===== src/rtl/de_frame_pkg.sv =====
// -----------------------------------------------------------------------------
// de_frame_pkg
// Shared UART framing definitions used by the Rx de-framer and the Tx framer.
//   - default payload width and the frame-width derivation
//   - bit positions of start, data, parity and stop inside an assembled frame
//   - parity-mode encoding (even / odd)
// -----------------------------------------------------------------------------
package de_frame_pkg;

  localparam int DATA_WIDTH_DEF = 8;

  // Frame layout, LSB first on the wire:
  //   [0]            start bit
  //   [DW:1]         payload, LSB at [1]
  //   [DW+1]         parity bit
  //   [DW+2]         stop bit
  localparam int START_IDX = 0;
  localparam int DATA_LSB  = 1;

  function automatic int frameWidth(input int dataWidth);
    return dataWidth + 3;
  endfunction

  function automatic int parityIdx(input int dataWidth);
    return dataWidth + 1;
  endfunction

  function automatic int stopIdx(input int dataWidth);
    return dataWidth + 2;
  endfunction

  // Positions for the default 8-bit payload.
  localparam int FRAME_W    = frameWidth(DATA_WIDTH_DEF);
  localparam int PARITY_IDX = parityIdx(DATA_WIDTH_DEF);
  localparam int STOP_IDX   = stopIdx(DATA_WIDTH_DEF);

  typedef enum logic {
    MODE_EVEN = 1'b0,
    MODE_ODD  = 1'b1
  } parityMode_e;

  // Maps an integer parity-select parameter onto the mode encoding.
  function automatic parityMode_e parityMode(input int oddSel);
    return (oddSel != 0) ? MODE_ODD : MODE_EVEN;
  endfunction

endpackage : de_frame_pkg


===== src/rtl/de_frame_parity_calc.sv =====
// -----------------------------------------------------------------------------
// parity_calc
// Combinational parity generator shared by the Rx de-framer and Tx framer.
// Produces the parity bit a correct frame must carry for the given payload.
//   data    in   WIDTH  payload bits
//   mode    in   1      MODE_EVEN: XOR of data; MODE_ODD: inverted XOR
//   parity  out  1      expected parity bit
// -----------------------------------------------------------------------------
module parity_calc
  import de_frame_pkg::*;
#(
  parameter int WIDTH = DATA_WIDTH_DEF
) (
  input  logic [WIDTH-1:0] data,
  input  parityMode_e      mode,
  output logic             parity
);

  // Odd parity makes the total count of ones odd, so the even result flips.
  assign parity = (^data) ^ logic'(mode);

endmodule : parity_calc


===== src/rtl/de_frame.sv =====
// -----------------------------------------------------------------------------
// de_frame
// UART receiver de-framing stage. Takes the fully assembled serial frame from
// the Rx shift/sample unit as a parallel word, splits it into its fields,
// checks parity and framing, and registers everything with a one-cycle
// completion strobe.
//   Clock         in   1        system clock, rising edge
//   Reset         in   1        asynchronous, active-high
//   RecievedFlag  in   1        DataParl valid qualifier (one capture per cycle)
//   DataParl      in   FRAME_W  assembled frame (start/data/parity/stop)
//   RawData       out  DW       extracted payload
//   StartBit      out  1        extracted start bit
//   ParityBit     out  1        extracted parity bit
//   StopBit       out  1        extracted stop bit
//   ParityError   out  1        received parity disagrees with computed parity
//   FrameError    out  1        start bit not 0 or stop bit not 1
//   DoneFlag      out  1        high for the cycle after each capture
// -----------------------------------------------------------------------------
module de_frame
  import de_frame_pkg::*;
#(
  parameter  int DATA_WIDTH = DATA_WIDTH_DEF,
  parameter  int PARITY_ODD = 0,
  localparam int FRAME_W    = frameWidth(DATA_WIDTH)
) (
  input  logic                  Clock,
  input  logic                  Reset,
  input  logic                  RecievedFlag,
  input  logic [FRAME_W-1:0]    DataParl,
  output logic [DATA_WIDTH-1:0] RawData,
  output logic                  StartBit,
  output logic                  ParityBit,
  output logic                  StopBit,
  output logic                  ParityError,
  output logic                  FrameError,
  output logic                  DoneFlag
);

  localparam int          parityPos = parityIdx(DATA_WIDTH);
  localparam int          stopPos   = stopIdx(DATA_WIDTH);
  localparam parityMode_e modeSel   = parityMode(PARITY_ODD);

  logic [DATA_WIDTH-1:0] frameData;
  logic                  expectedParity;

  assign frameData = DataParl[DATA_LSB +: DATA_WIDTH];

  parity_calc #(
    .WIDTH (DATA_WIDTH)
  ) parityGen (
    .data   (frameData),
    .mode   (modeSel),
    .parity (expectedParity)
  );

  // Errors are informational: fields load whether or not the frame is good.
  always_ff @(posedge Clock or posedge Reset) begin
    if (Reset) begin
      // Idle line level: stop bit reads as 1 so a reset frame is not "broken".
      RawData     <= '0;
      StartBit    <= 1'b0;
      ParityBit   <= 1'b0;
      StopBit     <= 1'b1;
      ParityError <= 1'b0;
      FrameError  <= 1'b0;
      DoneFlag    <= 1'b0;
    end else begin
      // NOTE: non-blocking assignments so every register samples the
      // pre-edge values; blocking here would create ordering-dependent races.
      DoneFlag <= RecievedFlag;
      // NOTE: no else branch on purpose -- inside always_ff the missing
      // branch means "hold", giving enabled flops rather than a latch. It also
      // keeps an unknown DataParl from reaching the outputs while idle.
      if (RecievedFlag) begin
        RawData     <= frameData;
        StartBit    <= DataParl[START_IDX];
        ParityBit   <= DataParl[parityPos];
        StopBit     <= DataParl[stopPos];
        ParityError <= expectedParity ^ DataParl[parityPos];
        FrameError  <= DataParl[START_IDX] | ~DataParl[stopPos];
      end
    end
  end

endmodule : de_frame


===== config.mk =====
export PLATFORM = sky130hd
export DESIGN_NAME = de_frame
export DESIGN_NICKNAME = d
export VERILOG_FILES = /design/src/rtl/de_frame_pkg.sv /design/src/rtl/de_frame_parity_calc.sv /design/src/rtl/de_frame.sv
export SDC_FILE = /design/constraint.sdc
export NUM_CORES = 1
export LEC_CHECK = 0
export BUFFER_PORTS_ARGS = -buffer_cell sky130_fd_sc_hd__buf_2
export CAP_MARGIN = 20
export CORE_AREA = 2 2 39 41
export CTS_CLUSTER_DIAMETER = 200
export DETAILED_ROUTE_END_ITERATION = 8
export DIE_AREA = 0 0 41 43
export HOLD_SLACK_MARGIN = 0.02
export PLACE_DENSITY = 0.77
export SETUP_SLACK_MARGIN = 0.02
export SLEW_MARGIN = 0
export SYNTH_ARGS = -nofsm -noshare
export SYNTH_HDL_FRONTEND = slang
export SYNTH_SLANG_ARGS = --single-unit

===== constraint.sdc =====
create_clock -name Clock -period 1.22 [get_ports Clock]
set_input_delay 0.061 -clock Clock [delete_from_list [all_inputs] [get_ports Clock]]
set_output_delay 0.061 -clock Clock [all_outputs]
set_load 0.05 [all_outputs]

* After elaboration in Yosys (flattened, before gate mapping)
Cells that the tools add are included.
** Word-level totals
- Flip-flop bits (word level) :: 14
- Input port bits :: 14
- Output and inout bits :: 14
** Cells by class
- Bitwise gates (word level) :: 3
- Reduce and logical (&&, ||, !) cells :: 1
** Operators by type and width (number)
- $reduce_xor A8 Y1 :: 1
- $not A1 Y1 :: 1
- $or A1 B1 Y1 :: 1
- $xor A1 B1 Y1 :: 1

* Logic depth before layout (Yosys ltp)
- Word-level depth :: 2
- Mapped depth :: 4

* Modules after synthesis
From an unflattened synthesis, not the netlist that was laid out.
** Second synthesis, totals
- Cell total of the unflattened synthesis :: 42
- Area, all modules :: 644.4 µm²
** Modules (own cells, without submodules)
- de_frame :: instances 1, cells an instance 35, area an instance 561.8 µm², sequential area each 351.6 µm²
- parity_calc :: instances 1, cells an instance 7, area an instance 82.6 µm², sequential area each 0.0 µm²

* Worst setup path after synthesis
OpenSTA, ideal clock, no wires.
- Path type :: in2reg
- From :: input port DataParl[7]
- To :: register ParityError
- Library setup time :: 125 ps
- Data arrival time :: 967 ps
- Slack :: 128 ps
- Stages :: 4
- Path through :: xnor2_1 xnor3_1 xnor2_1 mux2_4
** On the way
- Cells in the longest elaborated chain, start to end :: 2
** RTL lines
- start, declared :: RTL line de_frame.sv:29 : input logic [FRAME_W-1:0] DataParl,
- $reduce_xor A8 Y1 :: RTL line de_frame_parity_calc.sv:20 : assign parity = (^data) ^ logic'(mode);
- $xor A1 B1 Y1 :: RTL line de_frame.sv:79 : ParityError <= expectedParity ^ DataParl[parityPos];
- end signal, assigned :: RTL line de_frame.sv:79
- end, declared :: RTL line de_frame.sv:34 : output logic ParityError,
No other way between the ends.
A chain may end at the register's enable or synchronous reset.

* Worst setup path after layout
- From :: register StopBit
- To :: output port StopBit
** RTL lines
- start, declared :: RTL line de_frame.sv:33 : output logic StopBit,
- start signal, assigned :: RTL line de_frame.sv:78 : StopBit <= DataParl[stopPos];
No word-level cell between the ends.

==> flow_summary_export.csv <==
group,metric,value,unit
floorplanning,io_pins,28,
synth,synth.top_cell.area_share,54.6,%
cells_and_area,nets,85,
worst_hold_path,hold_path_class,"input pin to register",
clock_tree,clkLatencyLatePin,260,ps
worst_setup_path,start_kind,"register",
drt,vias,395,
floorplanning,die_h,43,µm
pwr,peakVddDrop,0.000799,V
synth,syn_nets,52,
worst_setup_path,critPathMaxStageDelay,530,ps
clock_tree,clk_pin_slew,90,ps
timing,fin_skew,0,ps
drt,postRouteAntennaNets,0,
synth,synth.area.top_cells,"dfrtp_1 55%, mux2_2 21%, xnor2_1 5.9%",
worst_setup_path,crit_chain,"buf_2",
synth,syn_area,596,µm²
synth,ys_seq_area_share,59.0,%
floorplanning,die_width,41,µm
timing,setup_viol,0,
synth,yosys_warnings,0,
clock_tree,cts.sinks,14,
cells_and_area,area_growth,33.0,%
cells_and_area,final_area,792,µm²
drt,viasPerCell,4.59,
synth,synth.distinct_cells,12,
worst_setup_path,cp_data_required_time,1160,ps
worst_setup_path,cpLargestDelayFamily,"flip-flops",
flow_run,drv_cap,0,
grt,grt_pass1_vias,419,
worst_setup_path,end_kind,"primary output",
grt,grt_pass1_wl,1640,µm
clock_tree,cts_buffer_depth,2,
floorplanning,die_area,1760,µm²
worst_setup_path,critPathSlowestCell,"dfstp_2",
synth,synth_seq_cells,14,
placement,place.gp.congestion,0.671,
grt,antenna_found_initial,0,
drt,dr.first_iter.drc_count,4,
pwr,cellPowerDensity,1590,nW/µm²
grt,grt_use_total,13.8,%
synth,avgSynthCellArea,15.7,µm²
cells_and_area,diodes,0,
timing,fmax,905,MHz
timing,hold_violations,0,
grt,grt_max_degree,16,
pwr,switching_share,36.4,%
floorplanning,core,1380,µm²
timing,maxSlewHeadroom,65.6,%
timing,final.setup.tns,0,ps
timing,period_share,90.5,%
worst_setup_path,crit_arrival,1040,ps
synth,yosysTopAreaCell,"dfrtp_1",
pwr,pwr-share-clk,21.1,%
pwr,pwr-share-seq,43.5,%
clock_tree,cts_root_buffer,"clkbuf_4",
timing,rsz0062_at_grt,"false",
timing,slew_viol_final,0,
run_status,run_status,"finished, final reports clean",
timing,holdWs,29.6,ps
timing,fin_crit,1100,ps
clock_tree,post-cts-setup-buffers,0,
floorplanning,num_rows,14,
clock_tree,numCtsBuffers,3,
cells_and_area,drive_gt1_share,62.9,%
drt,wl_per_cell,11.7,µm
worst_setup_path,crit_type,"register to primary output",
drt,wl,1010,µm
clock_tree,tritoncts,"built",
placement,io_buffers,27,
worst_setup_path,crit_buf_inv,1,
worst_setup_path,critPathMaxFanout,2,
pwr,p_int,802,µW
drt,dr.pass1.iters,3,
timing,tightest_slew,516,ps
cells_and_area,n_fill_cell,124,
synth,netlist_instances,38,
drt,drcViolationCount,0,
pwr,p_sw,459,µW
placement,post_dp_cell_area,746,µm²
grt,grt-ovfl-total,0,
clock_tree,htree_levels,1,
pwr,power.leakage,0.000391,µW
pwr,p_comb_share,35.4,%
floorplanning,start_util,43.0,%
repair_timing:
| action | in CTS | in global routing |
|---|---|---|
| endpoints found under the hold margin | 14 | 0 |
| setup endpoints to repair | 0 | 0 |
| hold buffers | 2 | 0 |
| gates resized for setup | 0 | 0 |
layout make-up:
type / instances / area, µm² / area share, %
tap: 16 / 20.0 / 2.53
inverter: 2 / 7.51 / 0.948
multi-input combinational: 21 / 231 / 29.2
clock buffer: 4 / 26.3 / 3.32
sequential: 14 / 352 / 44.4
timing repair buffer: 29 / 155 / 19.6
placed cells by master (no fill, tap or decap):
master / Yosys / routed
mux2_4: 1 / 1
xnor2_1: 4 / 4
xor2_1: 1 / 1
a31oi_1: 1 / 1
dlygate4sd3_1: 0 / 2
dfrtp_1: 13 / 13
nor2_1: 1 / 1
mux2_2: 11 / 11
clkbuf_1: 0 / 1
xnor2_2: 1 / 1
xnor3_1: 1 / 1
dfstp_2: 1 / 1
clkbuf_4: 0 / 3
buf_2: 1 / 27
inv_1: 2 / 2
sequential cells by signal (all words and copies together), names as in the netlist:
name,flops
ParityBit,1
DoneFlag,1
StartBit,1
RawData,8
ParityError,1
StopBit,1
FrameError,1
metal layers:
| metal | vias to the layer above | routed length (µm) | GRT usage [%] |
|---|---|---|---|
| met4 | 0 | 0 | 8.00 |
| met3 | 0 | 66 | 1.57 |
| met5 | - | 0 | 0 |
| met2 | 16 | 508 | 21.9 |
| li1 | 192 | - | - |
| met1 | 187 | 431 | 17.3 |
Yosys cell counts:
master   instances
xnor2_2          1
a31oi_1          1
inv_1            2
buf_2            1
mux2_2          11
xnor3_1          1
dfstp_2          1
xnor2_1          4
xor2_1           1
mux2_4           1
dfrtp_1         13
nor2_1           1
power by group through the flow:
| stage | registers (µW) | logic [µW] | clock network [µW] |
|---|---|---|---|
| finish | 549 | 446 | 266 |
| global route | 556 | 469 | 296 |
| CTS | 551 | 452 | 274 |
| detailed placement | 559 | 446 | 0 |
| global placement | 557 | 438 | 0 |
| floorplan | 766 | 130 | 0 |
metrics by stage:
step	setup slack, ps	instances	utilization (%)	power [µW]
6_report	115	86	57.2	1260
5_1_grt	74.3	86	57.2	1320
4_1_cts	98.7	86	57.2	1280
3_5_place_dp	-66.6	80	53.9	1010
3_3_place_gp	-7.60	80	53.9	995
2_1_floorplan	128	38	-	897
worst paths after layout:
kind | end | depth (start not counted) | slack, ps | from
max in group asynchronous | StopBit$_DFFE_PP1P_ | 3 | 490 | Reset
min reg2reg | RawData[2]$_DFFE_PP0P_ | 1 | 500 | RawData[2]$_DFFE_PP0P_
max | StopBit | 1 | 120 | StopBit$_DFFE_PP1P_
min | StartBit$_DFFE_PP0P_ | 2 | 30 | DataParl[0]
max reg2reg | ParityError$_DFFE_PP0P_ | 1 | 450 | ParityError$_DFFE_PP0P_
min in group asynchronous | RawData[4]$_DFFE_PP0P_ | 3 | 350 | Reset
cell families after synthesis:
logic type             Yosys count  synth area share (%)
AO/OA/AOI/OAI                    1                  1.05
XOR/XNOR                         7                  13.9
buffers and inverters            3                  2.10
flip-flops                      14                  59.0
multiplexers                    12                  23.3
AND/OR/NAND/NOR                  1                 0.630
Note: power is estimated with default switching activity, not from simulation.
